<file path="src/rtl/gpio_ctrl.sv">
// gpio_ctrl: register-mapped GPIO with pad-input synchronizer, per-bit edge interrupts
// and an optional per-bit input debouncer enabled by GPIO_DEBOUNCE_EN.
module gpio_ctrl #(
    parameter int WIDTH       = 16,
    parameter int SYNC_STAGES = 2,
    parameter int DB_CYCLES   = 1000
) (
    input  logic             clk,
    input  logic             reset,
    input  logic             bus_sel,
    input  logic             bus_we,
    input  logic [2:0]       bus_addr,
    input  logic [31:0]      bus_wdata,
    output logic [31:0]      bus_rdata,
    output logic             bus_ready,
    input  logic [WIDTH-1:0] gpio_ps,
    output logic [WIDTH-1:0] gpio_dr,
    output logic [WIDTH-1:0] gpio_ts,
    output logic             irq
);
    logic [SYNC_STAGES-1:0][WIDTH-1:0] sync_q;
    logic [WIDTH-1:0] sync_in, level, prev, ie_q, is_q, edge_q, evt, wd;
    logic [31:0] rd_mux;
    logic wr, unused_wdata;

    assign sync_in = sync_q[SYNC_STAGES-1];
    assign wd = bus_wdata[WIDTH-1:0];
    assign unused_wdata = ^bus_wdata;
    assign wr = bus_sel & bus_we;
    assign evt = (edge_q & level & ~prev) | (~edge_q & ~level & prev);

    always_comb
        rd_mux = bus_addr == 3'd0 ? 32'(gpio_dr) :
                 bus_addr == 3'd1 ? 32'(gpio_ts) :
                 bus_addr == 3'd2 ? 32'(level)   :
                 bus_addr == 3'd3 ? 32'(ie_q)    :
                 bus_addr == 3'd4 ? 32'(is_q)    :
                 bus_addr == 3'd5 ? 32'(edge_q)  : 32'h0;

    always_ff @(posedge clk or negedge reset)
        if (!reset)
            sync_q <= '0;
        else
            sync_q <= {sync_q[SYNC_STAGES-2:0], gpio_ps};

`ifdef GPIO_DEBOUNCE_EN
    localparam int CW = $clog2(DB_CYCLES + 1);
    logic [CW-1:0] db_cnt [WIDTH];
    logic [WIDTH-1:0] db_q;
    assign level = db_q;

    // Level flips only after sync_in has disagreed for DB_CYCLES consecutive cycles
    always_ff @(posedge clk or negedge reset)
        if (!reset) begin
            db_q <= '0;
            for (int i = 0; i < WIDTH; i++) db_cnt[i] <= '0;
        end else begin
            for (int i = 0; i < WIDTH; i++)
                if (sync_in[i] == db_q[i])
                    db_cnt[i] <= '0;
                else if (db_cnt[i] == CW'(DB_CYCLES - 1)) begin
                    db_cnt[i] <= '0;
                    db_q[i]   <= sync_in[i];
                end else
                    db_cnt[i] <= db_cnt[i] + 1'b1;
        end
`else
    localparam int unused_db = DB_CYCLES;
    assign level = sync_in;
`endif

    always_ff @(posedge clk or negedge reset)
        if (!reset) begin
            gpio_dr   <= '0;
            gpio_ts   <= '0;
            ie_q      <= '0;
            is_q      <= '0;
            edge_q    <= '0;
            prev      <= '0;
            irq       <= 1'b0;
            bus_ready <= 1'b0;
            bus_rdata <= '0;
        end else begin
            prev      <= level;
            irq       <= |(is_q & ie_q);
            bus_ready <= bus_sel;
            bus_rdata <= (bus_sel && !bus_we) ? rd_mux : 32'h0;
            // A new event overrides a simultaneous write-1-to-clear
            is_q      <= (is_q & ~((wr && bus_addr == 3'd4) ? wd : '0)) | evt;
            if (wr && bus_addr == 3'd0) gpio_dr <= wd;
            if (wr && bus_addr == 3'd1) gpio_ts <= wd;
            if (wr && bus_addr == 3'd3) ie_q    <= wd;
            if (wr && bus_addr == 3'd5) edge_q  <= wd;
        end
endmodule
</file>
<file path="config.mk">
export PLATFORM = sky130hd
export DESIGN_NAME = gpio_ctrl
export DESIGN_NICKNAME = d
export VERILOG_FILES = /design/src/rtl/gpio_ctrl.sv
export SDC_FILE = /design/constraint.sdc
export NUM_CORES = 1
export LEC_CHECK = 0
export BUFFER_PORTS_ARGS = -buffer_cell sky130_fd_sc_hd__buf_4
export CAP_MARGIN = 20
export CORE_MARGIN = 3
export CORE_UTILIZATION = 59
export DETAILED_ROUTE_END_ITERATION = 8
export GPL_TIMING_DRIVEN = 0
export PLACE_DENSITY_LB_ADDON = 0.05
export SYNTH_ARGS = -nofsm -noshare
export SYNTH_HDL_FRONTEND = slang
export SYNTH_SLANG_ARGS = --single-unit
export TNS_END_PERCENT = 5
</file>
<file path="constraint.sdc">
create_clock -name clk -period 2.7 [get_ports clk]
set_input_delay 0.54 -clock clk [delete_from_list [all_inputs] [get_ports clk]]
set_output_delay 0.54 -clock clk [all_outputs]
set_load 0.005 [all_outputs]
</file>
Yosys cells after proc, flatten, opt, wreduce, memory -nomap -nowiden:

Cells that the tools add are included.

* bits in registers: 146
* bits of input ports: 55
* output and inout port bits: 66
* logic and storage cells: 46

* muxes and demuxes: 8
* bitwise logic cells: 13
* reduce and logical (&&, ||, !) cells: 9
* equal/unequal tests: 5

Operators with widths (count)
* $mux 16: 8
* $and 16x16->16: 6
* $not 16->16: 4
* $or 16x16->16: 2
* $reduce_or 16->1: 1
* $eq 3x2->1 const B: 2
* $eq 3x3->1 const B: 2
* $logic_and 1x1->1: 6
* $eq 3x1->1 const B: 1
* $logic_not 3->1: 1
* $and 1x1->1: 1
* $logic_not 1->1: 1

Logic depth before layout (Yosys ltp):

Gate-level depths: netlist of run 1.

* depth after elaboration: 8
* mapped depth: 6

Worst setup path before layout of run 1:

No wires, ideal clock.

* path kind: in2reg
* start point: input bus_addr[0]
* end point: register gpio_ts[10]
* arrival: 1.557 ns
* path buffers: 2
* setup time: 0.125 ns
* cell stages on the path: 5
* slack: 1.018 ns
* path through: buf_4 > nand2b_1 > nor2_2 > buf_6 > mux2_2

* word-level cells in the longest chain between the ends: 2

RTL lines
* start: declaration: line 12 `input logic [2:0] bus_addr,`
* $eq 3x1->1: line 91 `if (wr && bus_addr == 3'd1) gpio_ts <= wd;`
* $logic_and 1x1->1: line 91
* end signal: assignment: line 91
* end: declaration: line 18 `output logic [WIDTH-1:0] gpio_ts,`

No other way between the ends.
A chain may end at the register's enable or synchronous reset.

Worst setup path after layout of run 1:

* start point: input bus_addr[2]
* end point: register bus_rdata[11]

* word-level cells in the longest chain between the ends: 8

RTL lines
* $eq 3x3->1: line 38 `bus_addr == 3'd5 ? 32'(edge_q) : 32'h0;`
* $mux 16: line 38
* $mux 16: line 37 `bus_addr == 3'd4 ? 32'(is_q) :`
* $mux 16: line 36 `bus_addr == 3'd3 ? 32'(ie_q) :`
* $mux 16: line 35 `bus_addr == 3'd2 ? 32'(level) :`
* $mux 16: line 34 `bus_addr == 3'd1 ? 32'(gpio_ts) :`
* $mux 16 (*): line 33 `rd_mux = bus_addr == 3'd0 ? 32'(gpio_dr) :`
* $mux 16 (*): line 87 `bus_rdata <= (bus_sel && !bus_we) ? rd_mux : 32'h0;`
* end signal: assignment: line 87
* end: declaration: line 14 `output logic [31:0] bus_rdata,`

Every way passes the cells marked *; elsewhere a longest branch is shown, timed or not.

==> impl_results.md, run 1 <==
* Total number of vias at between 3k and 4k
* Skew-Pair Late Insertion Delay at roughly 0.52 ns
* Core Area at between 0.009 and 0.01 mm^2
* Worst Setup Start Kind: input port
* Die Y at ~110 um
* Post-CTS sizing at 0
* Synth Cell Area at approximately 0.0060 mm^2
* RSZ-0062 raised after global routing: false
* Layout cells sized above 1 at 0.389
* Worst-Margin Slew at between 0.6 and 0.7 ns
* Final WL at between 10000 and 15000 um
* Post-Synthesis Cells at between 400 and 500
* Seq/Total Area, Yosys at 0.606
* Top delay family on crit path: buffers and inverters
* Cell mode on critical path: buf_4
* Pin count of the biggest net entering global routing at 76
* Worst setup margin at 1.07 ns
* RR Endpoint: irq
* Maxcap violations at 0
* Cell row count at 36
* Setup repair bufs after CTS at 0
* Area of the multi-input gates at 0.00217 mm^2
* Layout Nets at slightly above 600
* Synth top area share at 0.606
* Syn. warnings at 0
* Leak at 3.49 nW
* Power Dens Cells at around 770 mW/mm^2
* Critical path depth in cells at 6
* Slew margin rel. at 0.537
* Port bufs at between 80 and 90
* Maximum clock insertion buffer count at 2
* Crit path DAT at ~2.0 ns
* Max Transition Viols Final at 0
* GR Util All Layers at 0.249
* HP Class: input port to async pin
* Synth Flop Type: dfrtp_1
* CP Max Fanout at 10
* Num ports at roughly 120
* Clk root buf: clkbuf_8
* Crit path cell chain: buf_4 > buf_4 > nor2_1 > buf_2 > a22o_1 > a211oi_1
* Crit path capture: bus_rdata[11]
* Crit. Startpoint: bus_addr[2]
* DR WL/cell at approximately 19 um
* DIE AREA at between 0.01 and 0.015 mm^2
* Reg-to-reg startpoint: ie_q[8]
* Highest cell delay on the worst timing path at ~0.48 ns
* Post-DP HPWL at 8910 um
* Register area at 0.00365 mm^2
* Vias in the first global route at 4015
* CTS tree: yes
* Minimum clock period at about 1.6 ns
* Clock sinks at around 150
* FMAX at about 600 MHz
* Via-per-instance ratio at approximately 5.6
* Hold-fix buffers at CTS at 0
* Mean Syn Cell Area at about 14 um^2
* Post-synth EDFFs at 0
* R2R setup slack at 1.34 ns
* Worst Clk Skew at between 0.005 and 0.006 ns
* Largest area contributor in the netlist: dfrtp_1
* Gpl congestion at about 0.8
* Post-synth top cells: dfrtp_1, mux2_2, mux2i_1, buf_4, a22o_1
* Number of CTS-inserted buffers at 17
* Crit share post-route at 0.604
* Post-synth cell types at 27
* Setup WS pre-CTS at between 0.5 and 0.6 ns
* Status: finished, final reports clean
* Async set or reset register ratio after synthesis at 1.00
* Initial antenna violation count at 0
* H-tree depth at 4
* Endpoints failing setup at 0
* Worst vdd ir at 0.000586 V
* FILL cells at between 600 and 700
* Worst Reg-to-Reg Cells at 3
* WP data required at ~3.1 ns
* Grt ovf at 0
* 1st-iter DRT viols at approximately 150
* #FFs+latches synth at roughly 150
* Setup crit end kind: flop
* Top cells by area, synth: dfrtp_1, mux2_2, mux2i_1
* Die span in x at 107 um
* Area growth, synth to finish at 23.7%
* Critical path buffers and inverters at 3
* Worst Path Class, Setup: input port to flop
* Number of nets still failing antenna checks after routing at 0
* DRC at 0
* Slowest cell on crit path: nor2_1
* Final hold vios at 0
* Starting Density at 0.611
* Setup TNS at 0 ns
* N_diodes at 0
* First-pass GRT wire length at about 21000 um
* Pre-antenna DRT Iters at 5
* Clock transition at path regs at 0.06 ns
* Count leader, synth: dfrtp_1
==> cell type report <==
| cell class | instances | share of cell area |
|---|---|---|
| tap | 133 | 0.0223 |
| clock inverter | 6 | 0.00771 |
| multi-input combinational | 262 | 0.291 |
| sequential | 146 | 0.490 |
| buffer | 35 | 0.0350 |
| clock buffer | 23 | 0.0626 |
| timing repair buffer | 88 | 0.0917 |
==> metal layers <==
metal | wire length [um] | GRT usage
met4 | 195 | 0.0858
met3 | 729 | 0.0662
met1 | 5630 | 0.319
met2 | 6770 | 0.411
met5 | 0 | 0
==> report_power, final <==
group	switching (mW)	internal (mW)	total [mW]	leakage [nW]
clock	0.806	1.27	2.08	0.259
sequential	0.237	2.48	2.72	1.73
combinational	0.370	0.552	0.922	1.50
==> flip-flops by register name (all words and copies together) (netlist names), 16 cells and up <==
name / cells
prev: 16
level: 16
is_q: 16
bus_rdata: 16
ie_q: 16
edge_q: 16
sync_q: 16
gpio_ts: 16
gpio_dr: 16
==> layout by cell type (no fill, tap or decap), drive strengths merged, types with 16 or more instances in the layout <==
master / instances
clkbuf: 26
mux2i: 48
a211oi: 16
nand2: 18
a22o: 20
nand3: 17
buf: 120
mux2: 64
dfrtp: 146
nand2b: 16
conb: 16
==> stage by stage <==
step | hold slack [ns] | total power [mW] | utilization | std cells | area [um^2]
final | 0.0225 | 5.72 | 0.756 | 693 | 7460
after floorplan | 0.244 | 3.21 | - | 443 | 6090
after global placement | 0.332 | 3.62 | 0.700 | 663 | 6910
after detailed placement | 0.335 | 3.67 | 0.703 | 664 | 6940
after global routing | 0.0620 | 5.99 | 0.756 | 693 | 7460
after CTS | 0.0305 | 5.76 | 0.756 | 693 | 7460
==> kinds of logic (layout without fill, tap and decap cells) <==
| group | after synthesis | in the layout | share of synthesized area |
|---|---|---|---|
| other cells | 1 | 16 | 0.000622 |
| flops | 146 | 146 | 0.606 |
| buf+inv | 35 | 152 | 0.0434 |
| compound gates | 71 | 71 | 0.0907 |
| simple gates | 63 | 63 | 0.0602 |
| mux | 112 | 112 | 0.199 |
==> worst min-delay path by stage <==
stage / start / to / cells past startpoint
detailed placement: sync_q[11] / level[11] / 0
global route: reset / level[0] / 1
CTS: reset / gpio_ts[4] / 1
finish: reset / level[0] / 1
floorplan: reset / bus_rdata[0] / 0
global placement: sync_q[3] / level[3] / 0
(Power assumes the default switching activity.)
==> run 2, diff against run 1 <==
--- a/config.mk
+++ b/config.mk
@@ -8,7 +8,7 @@
 export BUFFER_PORTS_ARGS = -buffer_cell sky130_fd_sc_hd__buf_4
 export CAP_MARGIN = 20
 export CORE_MARGIN = 3
-export CORE_UTILIZATION = 59
+export CORE_UTILIZATION = 49
 export DETAILED_ROUTE_END_ITERATION = 8
 export GPL_TIMING_DRIVEN = 0
 export PLACE_DENSITY_LB_ADDON = 0.05
==> constraint.sdc (replaced) <==
create_clock -name clk -period 1.5 [get_ports clk]
set_input_delay 0.3 -clock clk [delete_from_list [all_inputs] [get_ports clk]]
set_output_delay 0.3 -clock clk [all_outputs]
set_load 0.005 [all_outputs]
==> run 2 against run 1 <==
- clock power grew 100%
- clock skew grew 0.0039 ns
- critical path depth shrank 1
- sequential share of layout area shrank 1.6 points
- register-to-register slack lost 1.2 ns
- count of clock-buffer cells in the layout shrank 1
- sequential power grew 79%
- first-iteration DRC count grew 55%
- highest routed layer unchanged
==> impl_results.md, run 2 (synthesized netlist as in run 1, its figures left out) <==
* Setup TNS at 0 ns
* Crit path DAT at 1.68 ns
* Maxcap violations at 0
* WP data required at roughly 1.8 ns
* Area of the multi-input gates at 0.00217 mm^2
* Die span in x at approximately 120 um
* Hold slack at 0.0574 ns
* Num ports at between 100 and 150
* DRC at 0
* Number of nets still failing antenna checks after routing at 0
* DR WL/cell at approximately 20 um
* Vias in the first global route at between 4k and 5k
* GR Util All Layers at 0.223
* Clock sinks at ~150
* Cell row count at 39
* Total power at ~11 mW
* 1st-iter DRT viols at between 200 and 250
* Core Area at approximately 0.012 mm^2
* Initial antenna violation count at 0
* N_diodes at 0
* Status: finished, final reports clean
* Worst Setup Start Kind: input port
* Layout cells sized above 1 at 0.383
* Worst vdd ir at just over 0.0008 V
* H-tree depth at 4
* Pre-antenna DRT Iters at 5
* Placed Instances at slightly below 700
* RR Endpoint: irq
* Layout Nets at 622
* Reg-to-reg startpoint: ie_q[13]
* Layout Cells excl Fill at approximately 720
* FILL cells at 907
* Slew margin rel. at 0.518
* Fin util at 0.659
* Maximum clock insertion buffer count at 2
* Area growth, synth to finish at 28.0%
* DIE AREA at roughly 0.014 mm^2
* Number of CTS-inserted buffers at 17
* Grt ovf at 0
* Total number of vias at slightly below 4k
* Skew-Pair Late Insertion Delay at 0.42 ns
* Final WL at 14200 um
* Worst Min Path Start: bus_sel
* Worst Clk Skew at 0.00917 ns
* Setup crit end kind: flop
* Register area at about 0.0037 mm^2
* Worst hold path endpoint: bus_ready
* Die Y at around 120 um
* Via-per-instance ratio at between 5 and 6
* Clk root buf: clkbuf_16
* Port bufs at 87
* DP Area at ~0.0069 mm^2
* R2R setup slack at ~0.15 ns
* Worst Reg-to-Reg Cells at 3
* Highest cell delay on the worst timing path at approximately 0.42 ns
* Setup repair bufs after CTS at 0
* Setup WS pre-CTS at -0.417 ns
* Max Transition Viols Final at 0
* RSZ-0062 raised after global routing: false
* Starting Density at 0.515
* Clock transition at path regs at roughly 0.05 ns
* Power Dens Cells at 1400 mW/mm^2
* Slowest cell on crit path: nor2_2
* Final hold vios at 0
* Crit path cell chain: buf_4 > nand2b_1 > nor2_2 > buf_6 > mux2_2
* WHS Path Cells at 1
* Leak at between 3 and 4 nW
* Most frequent cells in the layout: dfrtp_1, buf_4, mux2_2, mux2i_1, a22o_1
* Worst setup margin at around 0.12 ns
* Gpl congestion at 0.831
* HP Class: input port to flop
* Final instance area at between 0.007 and 0.008 mm^2
* Worst-Margin Slew at ~0.72 ns
* CP Max Fanout at 10
* FMAX at around 730 MHz
* Pin count of the biggest net entering global routing at 90
* Crit share post-route at 0.917
* Leading cell type in the layout, fill and taps excluded: dfrtp_1
* Post-DP HPWL at approximately 9400 um
* CTS tree: yes
* First-pass GRT wire length at about 22000 um
* Endpoints failing setup at 0
* Worst Path Class, Setup: input port to flop
* Minimum clock period at about 1.4 ns
==> run 2: changes by cell type in the layout (fill, tap and decap cells not counted), sizes merged <==
cell         previous run  this run
dlygate4sd3             0        17
bufinv                  1         3
clkinvlp                1         3
clkbuf                 26        25
==> run 2: layout make-up <==
type,instances,area share
clock inverter,10,0.0172
tap,143,0.0232
timing repair buffer,105,0.111
multi-input combinational,262,0.282
sequential,146,0.473
buffer,35,0.0339
clock buffer,22,0.0601
==> run 2: report_power, final <==
group          switching [mW]  leakage [nW]  internal, mW
combinational           0.679          1.57          1.02
sequential              0.417          1.73          4.46
clock                    1.54         0.286          2.69
==> run 2: what timing repair did <==
action                                  4_1_cts  5_1_grt
resized for setup                             0        1
endpoints found under the setup margin        0       10
hold endpoints to repair                     73        0
hold buffers                                 17        0
==> run 2: worst max-delay path by stage <==
stage,from,to,slack (ns),cells past startpoint
5_1_grt,bus_addr[1],gpio_ts[13],0.08,5
3_3_place_gp,reset,sync_q[5],-0.49,1
6_report,bus_addr[1],gpio_ts[13],0.12,5
4_1_cts,bus_addr[2],bus_rdata[11],0.01,6
2_1_floorplan,bus_addr[0],gpio_ts[10],0.06,5
3_5_place_dp,bus_addr[2],bus_rdata[11],-0.42,6
==> run 2: per-layer routing <==
| metal | track usage | share of wire | vias up |
|---|---|---|---|
| met1 | 0.285 | 0.44 | 1999 |
| met5 | 0 | 0 | - |
| li1 | - | - | 1814 |
| met4 | 0.0833 | 0.014 | 0 |
| met2 | 0.367 | 0.50 | 105 |
| met3 | 0.0566 | 0.042 | 17 |
==> run 2: worst max-delay path, delay by kind of cell <==
kind	cells	cell delay, ns
mux	1	0.35
simple gates	2	0.63
buf+inv	2	0.40
